**src/rtl/hazard_scoreboard.sv**
```systemverilog
// Hazard scoreboard: tracks in-flight register writers over STAGES
// post-decode stages, selects per-operand forwarding data and raises
// load-use stalls for a configurable load latency.
//
// Ports:
//   clk, rst_n     clock, asynchronous active-low reset
//   id_valid       ID holds a real instruction
//   id_rs          NSRC source indices, operand j at [j*REG_AW +: REG_AW]
//   id_rs_used     operand j is actually read
//   id_wr, id_we   destination register and its write enable
//   id_is_load     ID instruction is a load
//   stage_data     write-back value per entry k at [(k-1)*XLEN +: XLEN]
//   mem_wait       whole pipeline frozen this cycle
//   flush          taken branch/jump in EX kills the ID instruction
//   stall_id       hold PC and IF/ID, bubble into ID/EX
//   fwd_valid      operand j takes forwarded data
//   fwd_data       forwarded value per operand (0 when not forwarding)
//
// Optional: define HAZARD_STATS_EN to add saturating 32-bit counters
// stat_stall, stat_fwd and stat_flush.

module hazard_scoreboard #(
    parameter int XLEN     = 32,
    parameter int REG_AW   = 5,
    parameter int NSRC     = 2,
    parameter int STAGES   = 3,
    parameter int LOAD_LAT = 2
) (
    input  logic                   clk,
    input  logic                   rst_n,
    input  logic                   id_valid,
    input  logic [NSRC*REG_AW-1:0] id_rs,
    input  logic [NSRC-1:0]        id_rs_used,
    input  logic [REG_AW-1:0]      id_wr,
    input  logic                   id_we,
    input  logic                   id_is_load,
    input  logic [STAGES*XLEN-1:0] stage_data,
    input  logic                   mem_wait,
    input  logic                   flush,
    output logic                   stall_id,
    output logic [NSRC-1:0]        fwd_valid,
    output logic [NSRC*XLEN-1:0]   fwd_data
`ifdef HAZARD_STATS_EN
    ,
    output logic [31:0]            stat_stall,
    output logic [31:0]            stat_fwd,
    output logic [31:0]            stat_flush
`endif
);

    // Scoreboard entries, index 1 = EX, index STAGES = WB.
    logic [STAGES:1]   sb_v;
    logic [STAGES:1]   sb_ld;
    logic [REG_AW-1:0] sb_wr [1:STAGES];

    logic [NSRC-1:0]   hazard;
    logic              issue;

    // -----------------------------------------------------------------
    // Per-operand match and forwarding select
    // -----------------------------------------------------------------
    for (genvar j = 0; j < NSRC; j++) begin : g_op
        logic [REG_AW-1:0] rs;
        logic              op_hit;
        logic              op_ready;
        logic [XLEN-1:0]   op_data;

        assign rs = id_rs[j*REG_AW +: REG_AW];

        // Walk oldest to youngest so the youngest match overrides.
        always_comb begin
            op_hit   = 1'b0;
            op_ready = 1'b0;
            op_data  = '0;
            for (int k = STAGES; k >= 1; k--) begin
                if (id_rs_used[j] && (rs != '0) &&
                    sb_v[k] && (sb_wr[k] == rs)) begin
                    op_hit   = 1'b1;
                    op_ready = !sb_ld[k] || (k >= LOAD_LAT);
                    op_data  = stage_data[(k-1)*XLEN +: XLEN];
                end
            end
        end

        assign fwd_valid[j] = op_hit & op_ready;
        assign hazard[j]    = op_hit & ~op_ready;
        assign fwd_data[j*XLEN +: XLEN] =
            (op_hit & op_ready) ? op_data : '0;
    end

    // Flush wins over any hazard: the ID instruction is dead anyway.
    assign stall_id = id_valid & ~flush & (|hazard);

    // x0 writers are never entered, so they can never be matched.
    assign issue = id_valid & id_we & (id_wr != '0) &
                   ~stall_id & ~flush;

    // -----------------------------------------------------------------
    // Shift-register scoreboard, frozen while mem_wait is high
    // -----------------------------------------------------------------
    always_ff @(posedge clk or negedge rst_n) begin
        if (!rst_n) begin
            sb_v  <= '0;
            sb_ld <= '0;
            for (int k = 1; k <= STAGES; k++) begin
                sb_wr[k] <= '0;
            end
        end else if (!mem_wait) begin
            sb_v[1]  <= issue;
            sb_ld[1] <= issue & id_is_load;
            sb_wr[1] <= id_wr;
            for (int k = 2; k <= STAGES; k++) begin
                sb_v[k]  <= sb_v[k-1];
                sb_ld[k] <= sb_ld[k-1];
                sb_wr[k] <= sb_wr[k-1];
            end
        end
    end

`ifdef HAZARD_STATS_EN
    // -----------------------------------------------------------------
    // Saturating event counters
    // -----------------------------------------------------------------
    logic ev_stall;
    logic ev_fwd;
    logic ev_flush;

    assign ev_stall = stall_id & ~mem_wait;
    assign ev_fwd   = (|fwd_valid) & id_valid & ~mem_wait & ~stall_id;
    assign ev_flush = flush & ~mem_wait;

    always_ff @(posedge clk or negedge rst_n) begin
        if (!rst_n) begin
            stat_stall <= '0;
            stat_fwd   <= '0;
            stat_flush <= '0;
        end else begin
            if (ev_stall && (stat_stall != '1)) begin
                stat_stall <= stat_stall + 32'd1;
            end
            if (ev_fwd && (stat_fwd != '1)) begin
                stat_fwd <= stat_fwd + 32'd1;
            end
            if (ev_flush && (stat_flush != '1)) begin
                stat_flush <= stat_flush + 32'd1;
            end
        end
    end
`endif

endmodule

```
**config.mk**
```make
export PLATFORM = sky130hd
export DESIGN_NAME = hazard_scoreboard
export DESIGN_NICKNAME = d
export VERILOG_FILES = /design/src/rtl/hazard_scoreboard.sv
export SDC_FILE = /design/constraint.sdc
export NUM_CORES = 1
export LEC_CHECK = 0
export BUFFER_PORTS_ARGS = -buffer_cell sky130_fd_sc_hd__buf_4
export CAP_MARGIN = 20
export CORE_MARGIN = 4
export CORE_UTILIZATION = 25
export DETAILED_ROUTE_END_ITERATION = 7
export PLACE_DENSITY = 0.54
export SLEW_MARGIN = 10
export SYNTH_ARGS = -nofsm -noshare
export SYNTH_HDL_FRONTEND = slang
export SYNTH_SLANG_ARGS = --single-unit
```
**constraint.sdc**
```tcl
create_clock -name clk -period 4.6 [get_ports clk]
set_input_delay 0.92 -clock clk [delete_from_list [all_inputs] [get_ports clk]]
set_output_delay 0.92 -clock clk [all_outputs]
set_load 0.02 [all_outputs]
```
==> results.json, run 1 <==
{
  "wl_um": 13100,
  "synth.area.top_cells": "dfrtp_1 17%, a21oi_1 11%, nand3_1 11%, nand2_1 9.1%, a22oi_1 7.1%",
  "synth_seq_cells": 19,
  "grt_usage": 0.179,
  "cp.required_ps": 3680,
  "die_y_um": 115,
  "power_leakage_uw": 0.00205,
  "hold_violations": 0,
  "worst_pin_slew_ps": 461,
  "grt_max_degree": 65,
  "postSynthAreaPerCell_um2": 6.95,
  "wire_per_inst_um": 18.4,
  "synth_top_family_by_area": "compound AO/OA/AOI/OAI gates",
  "synthCells": 411,
  "p_per_area_nw_per_um2": 144,
  "clockBufferDepth": 2,
  "layout_commonest_cell": "buf_4",
  "clock_skew_ps": 2.25,
  "layout.nets": 692,
  "max_freq_mhz": 261,
  "worstSetupPathType": "primary input to output port",
  "drive_above_1_share": 0.410,
  "path_clk_slew_ps": 50,
  "start_kind": "primary input",
  "cts_buffers": 3,
  "ys.warnings.count": 0,
  "nFillCells": 1188,
  "cts_resized": 0,
  "synth_top_cell_by_area": "dfrtp_1",
  "drv_cap": 0,
  "num_rows": 38,
  "fin_crit_ps": 3840,
  "dp_hpwl_um": 9670,
  "maxSlewViolCount": 0,
  "finalSetupViolCount": 0,
  "htreeDepth": 1,
  "p_total_uw": 629,
  "post-route-drc-count": 0,
  "synth_compound_area_frac": 0.297,
  "setup_slack_ps": 764,
  "die-area_um2": 13200,
  "preCtsSetupSlack_ps": 799,
  "vdd_drop_max_mv": 0.210,
  "dp.cells": 706,
  "syn_nets": 531,
  "clock-root-buffer": "clkbuf_16",
  "areaGrowthSynthToFinish_pct": 53.2,
  "pin_count": 187,
  "start_util": 0.259,
  "end_kind": "output port",
  "postRouteAntennaNets": 0,
  "maxSlewHeadroom": 0.692,
  "fin_tns_setup_ps": 0,
  "yosys.area_share.simple": 0.282,
  "core_um2": 11000,
  "ctsHoldBuffers": 0,
  "viasPerCell": 5.56,
  "yosys.area_share.adder": 0,
  "first_global_vias": 3864,
  "most-common-layout-cells": "198 x buf_4, 69 x nand2_1, 65 x a21oi_1",
  "yosysUniqueCellTypes": 41,
  "firstDrtPassIters": 5,
  "postPlaceCellArea_um2": 4280,
  "port_buffers": 186,
  "syn_area_um2": 2860,
  "antenna_found_initial": 0,
  "layout.cells.non_filler": 711,
  "worst_hold_path_type": "primary input to asynchronous set/reset pin",
  "synthMuxAreaShare": 0.0670,
  "cts.sinks": 19,
  "fin_area_um2": 4380,
  "drt_iter0_markers": 388,
  "die_w_um": 115,
  "postCtsSetupBuffers": 0,
  "crit_arrival_ps": 2920,
  "critPathMaxFanout": 32,
  "netlist.area_leader.share": 0.166,
  "rsz0062_at_grt": "false",
  "outcome": "completed",
  "cts_tree": "built",
  "gp_congestion": 0.853,
  "n_antenna_cell": 0,
  "yosys.area_share.xor_xnor": 0.0920,
  "synth-seq-area-share": 0.166,
  "vias": 3951,
  "finalCritPeriodShare": 0.834,
  "grt-ovfl-total": 0,
  "clk_latency_ps": 250,
  "grt_pass1_wl_um": 19400
}
[sequential cells by signal (all words and copies together) (netlist names)]
name / count
sb_wr: 15
sb_v: 3
sb_ld: 1
[metrics by stage]
| step | hold slack [ps] | utilization |
|---|---|---|
| after detailed placement | 562 | 0.388 |
| after CTS | 543 | 0.395 |
| final | 536 | 0.397 |
| after floorplan | 509 | - |
| after global routing | 552 | 0.397 |
| after global placement | 556 | 0.388 |
[synthesized netlist by cell type, drive strengths merged]
library cell and n:
mux2 17, a31oi 31, a211oi 2, nor2 3
xnor2 23, o21ai 3, nor4bb 1, nand2 69
and3 2, nor3 7, a21oi 65, clkbuf 21
nand4 5, or4 3, or3 2, a22oi 31
a21boi 1, buf 22, a22o 1, nor4b 2
dfrtp 19, nand2b 1, inv 2, nand3 62
xor2 7, a32o 1, nor4 5, or2 2
and4 1
[area by class of cell]
| class | instances | area, µm² | area share |
|---|---|---|---|
| multi-input cells | 347 | 2130 | 0.487 |
| flip-flops and latches | 19 | 475 | 0.109 |
| repair buffers | 199 | 1510 | 0.344 |
| well taps | 140 | 175 | 0.0400 |
| inverters | 2 | 7.51 | 0.00172 |
| clock buffers | 4 | 78.8 | 0.0180 |
[power by group]
group          internal [µW]  switching [µW]
logic                    135             102
registers                190            31.5
clock network            118            53.9
[critical path, cell delays in order]
cell     delay (ps)
buf_4           140
or4_4           550
o21ai_4         210
or3_1           140
buf_4           360
nand3_1         130
a22oi_1         270
buf_4           200
[logic make-up after synthesis]
family,Yosys count
buffers and inverters,45
and+or+nand+nor,165
xor gates and xnor gates,30
AOI/OAI and AO/OA,135
DFF,19
muxes,17
[layer usage]
metal,up-vias,global-route usage,part of all wire
met4,0,0.0462,0.017
met2,225,0.320,0.49
met5,-,0,0
met1,1865,0.226,0.39
met3,18,0.0242,0.10
li1,1843,-,-
[path summary, 6_finish.rpt]
| path | from | slack, ps | depth (start not counted) | endpoint |
|---|---|---|---|---|
| worst max-delay path | id_rs[1] | 760 | 8 | fwd_data[11] |
| worst min-delay path | rst_n | 540 | 1 | sb_wr[10] |
| worst max register to register | sb_wr[13] | 2770 | 5 | sb_ld[1] |
| worst min register to register | sb_v[2] | 570 | 1 | sb_v[2] |
| max in group asynchronous | rst_n | 3870 | 1 | sb_wr[4] |
| min in group clk | sb_v[2] | 570 | 1 | sb_v[2] |
Note: power is estimated with default switching activity, not from simulation.
==> run 2: changes to the inputs <==
PLACE_DENSITY = 0.56   (was 0.54)
clock period = 3.13 ns   (was 4.6 ns; I/O delays follow)
==> run 2 against run 1 <==
  * Global-route usage about the same
  * Sequential share of layout area down 0.52 points
  * Clock power up 50%
  * Combinational power up 52%
  * First-iteration DRC count up 12%
  * Core utilization up 2.0 points
  * Flip-flop and latch count unchanged
  * Worst hold slack worse by 300 ps
  * Worst setup slack worse by 650 ps
  * Critical endpoint is now fwd_data[7]
  * Via count down 0.48%
  * Sequential power up 46%
  * Highest routed layer unchanged
==> results.json, run 2 (synthesis results as in run 1) <==
{
  "outcome": "completed",
  "gp_congestion": 0.935,
  "fin_crit_ps": 3010,
  "start_util": 0.259,
  "worst_hold_path_type": "primary input to asynchronous set/reset pin",
  "clockBufferDepth": 2,
  "viasPerCell": 5.45,
  "grt-ovfl-total": 0,
  "cp_slowest_cell": "or4_4",
  "path_buf_inv": 4,
  "layout.nets": 703,
  "power_leakage_uw": 0.00215,
  "wire_per_inst_um": 18.2,
  "ctsHoldBuffers": 0,
  "layout.cells.non_filler": 722,
  "dp.cells": 717,
  "drt_iter0_markers": 434,
  "cts.sinks": 19,
  "dp_hpwl_um": 10100,
  "antenna_found_initial": 0,
  "crit_family": "buffers and inverters",
  "top_register": "sb_wr",
  "crit_arrival_ps": 2390,
  "vias": 3932,
  "maxSlewViolCount": 0,
  "end_kind": "output port",
  "drv_cap": 0,
  "most-common-layout-cells": "199 x buf_4, 69 x nand2_1, 65 x a21oi_1",
  "worstSetupPathType": "primary input to output port",
  "layout_commonest_cell": "buf_4",
  "core_um2": 11000,
  "cp.required_ps": 2500,
  "max_freq_mhz": 332,
  "clock_skew_ps": 1.77,
  "die-area_um2": 13200,
  "crit_path_max_incr_delay_ps": 550,
  "grt_usage": 0.179,
  "reg_top3": "sb_wr x15, sb_v x3, sb_ld x1",
  "hold_violations": 0,
  "worst_pin_slew_ps": 438,
  "cts_buffers": 3,
  "die_w_um": 115,
  "largest_reg_flops": 15,
  "path_cells": "buf_4 > or4_4 > o21ai_4 > buf_4 > nor3_4 > buf_4 > a21oi_1 > a22oi_1 > buf_4",
  "critPathMostFrequentCell": "buf_4",
  "wl_um": 13100,
  "critPathMaxFanout": 9,
  "vdd_drop_max_mv": 0.343,
  "cts_resized": 0,
  "drive_above_1_share": 0.421,
  "maxSlewHeadroom": 0.707,
  "firstDrtPassIters": 5,
  "rsz0062_at_grt": "false",
  "htreeDepth": 1,
  "first_global_vias": 3812,
  "port_buffers": 186,
  "clk_latency_ps": 250,
  "grt_max_degree": 44,
  "clock-root-buffer": "clkbuf_16",
  "n_antenna_cell": 0,
  "post-route-drc-count": 0,
  "p_per_area_nw_per_um2": 205,
  "postRouteAntennaNets": 0,
  "finalCritPeriodShare": 0.963,
  "path_clk_slew_ps": 50,
  "start_kind": "primary input",
  "fin_area_um2": 4590,
  "fin_tns_setup_ps": 0,
  "postCtsSetupBuffers": 0,
  "finalSetupViolCount": 0,
  "postPlaceCellArea_um2": 4470,
  "num_rows": 38,
  "areaGrowthSynthToFinish_pct": 60.8,
  "pin_count": 187,
  "cts_tree": "built",
  "die_y_um": 115,
  "grt_pass1_wl_um": 19500
}
[run 2: cell count changes in the layout (fill, tap and decap cells not counted), sizes merged]
cell / before / now
buf: 199 / 209
clkbuf: 4 / 5
[run 2: per-layer routing]
layer / global-route usage / up-vias / share of wire
met3: 0.0263 / 26 / 0.088
li1: - / 1864 / -
met2: 0.309 / 204 / 0.47
met5: 0 / - / 0
met1: 0.234 / 1838 / 0.42
met4: 0.0454 / 0 / 0.021
[run 2: report_power, final]
part	total, µW	switching [µW]	leakage (µW)	internal [µW]
Clock	257	84.2	0.0000382	173
Combinational	360	157	0.00188	203
Sequential	322	44.0	0.000230	278
[run 2: path summary, 6_finish.rpt]
check | from | end | slack [ps] | cells past startpoint
max in group asynchronous | rst_n | sb_v[2] | 2690 | 1
setup reg to reg | sb_wr[10] | sb_ld[1] | 1160 | 6
hold / removal | rst_n | sb_wr[14] | 240 | 1
hold reg to reg | sb_wr[1] | sb_wr[1] | 580 | 1
min in group clk | sb_wr[1] | sb_wr[1] | 580 | 1
setup / recovery | id_rs[1] | fwd_data[7] | 120 | 9
[run 2: cell type report]
cell class / count / area [µm²]
Inverter: 2 / 7.51
Clock buffer: 4 / 78.8
Multi-Input combinational cell: 347 / 2150
Timing Repair Buffer: 210 / 1710
Fill cell: 1146 / 6440
Tap cell: 140 / 175
Sequential cell: 19 / 475
[run 2: per-stage QoR]
step | setup WS, ps | hold WS [ps] | utilization | power, µW
6_report | 117 | 239 | 0.417 | 940
5_1_grt | 23.2 | 259 | 0.417 | 990
2_1_floorplan | 290 | 330 | - | 474
4_1_cts | 93.5 | 245 | 0.413 | 942
3_3_place_gp | 125 | 507 | 0.405 | 675
3_5_place_dp | 92.1 | 508 | 0.405 | 682
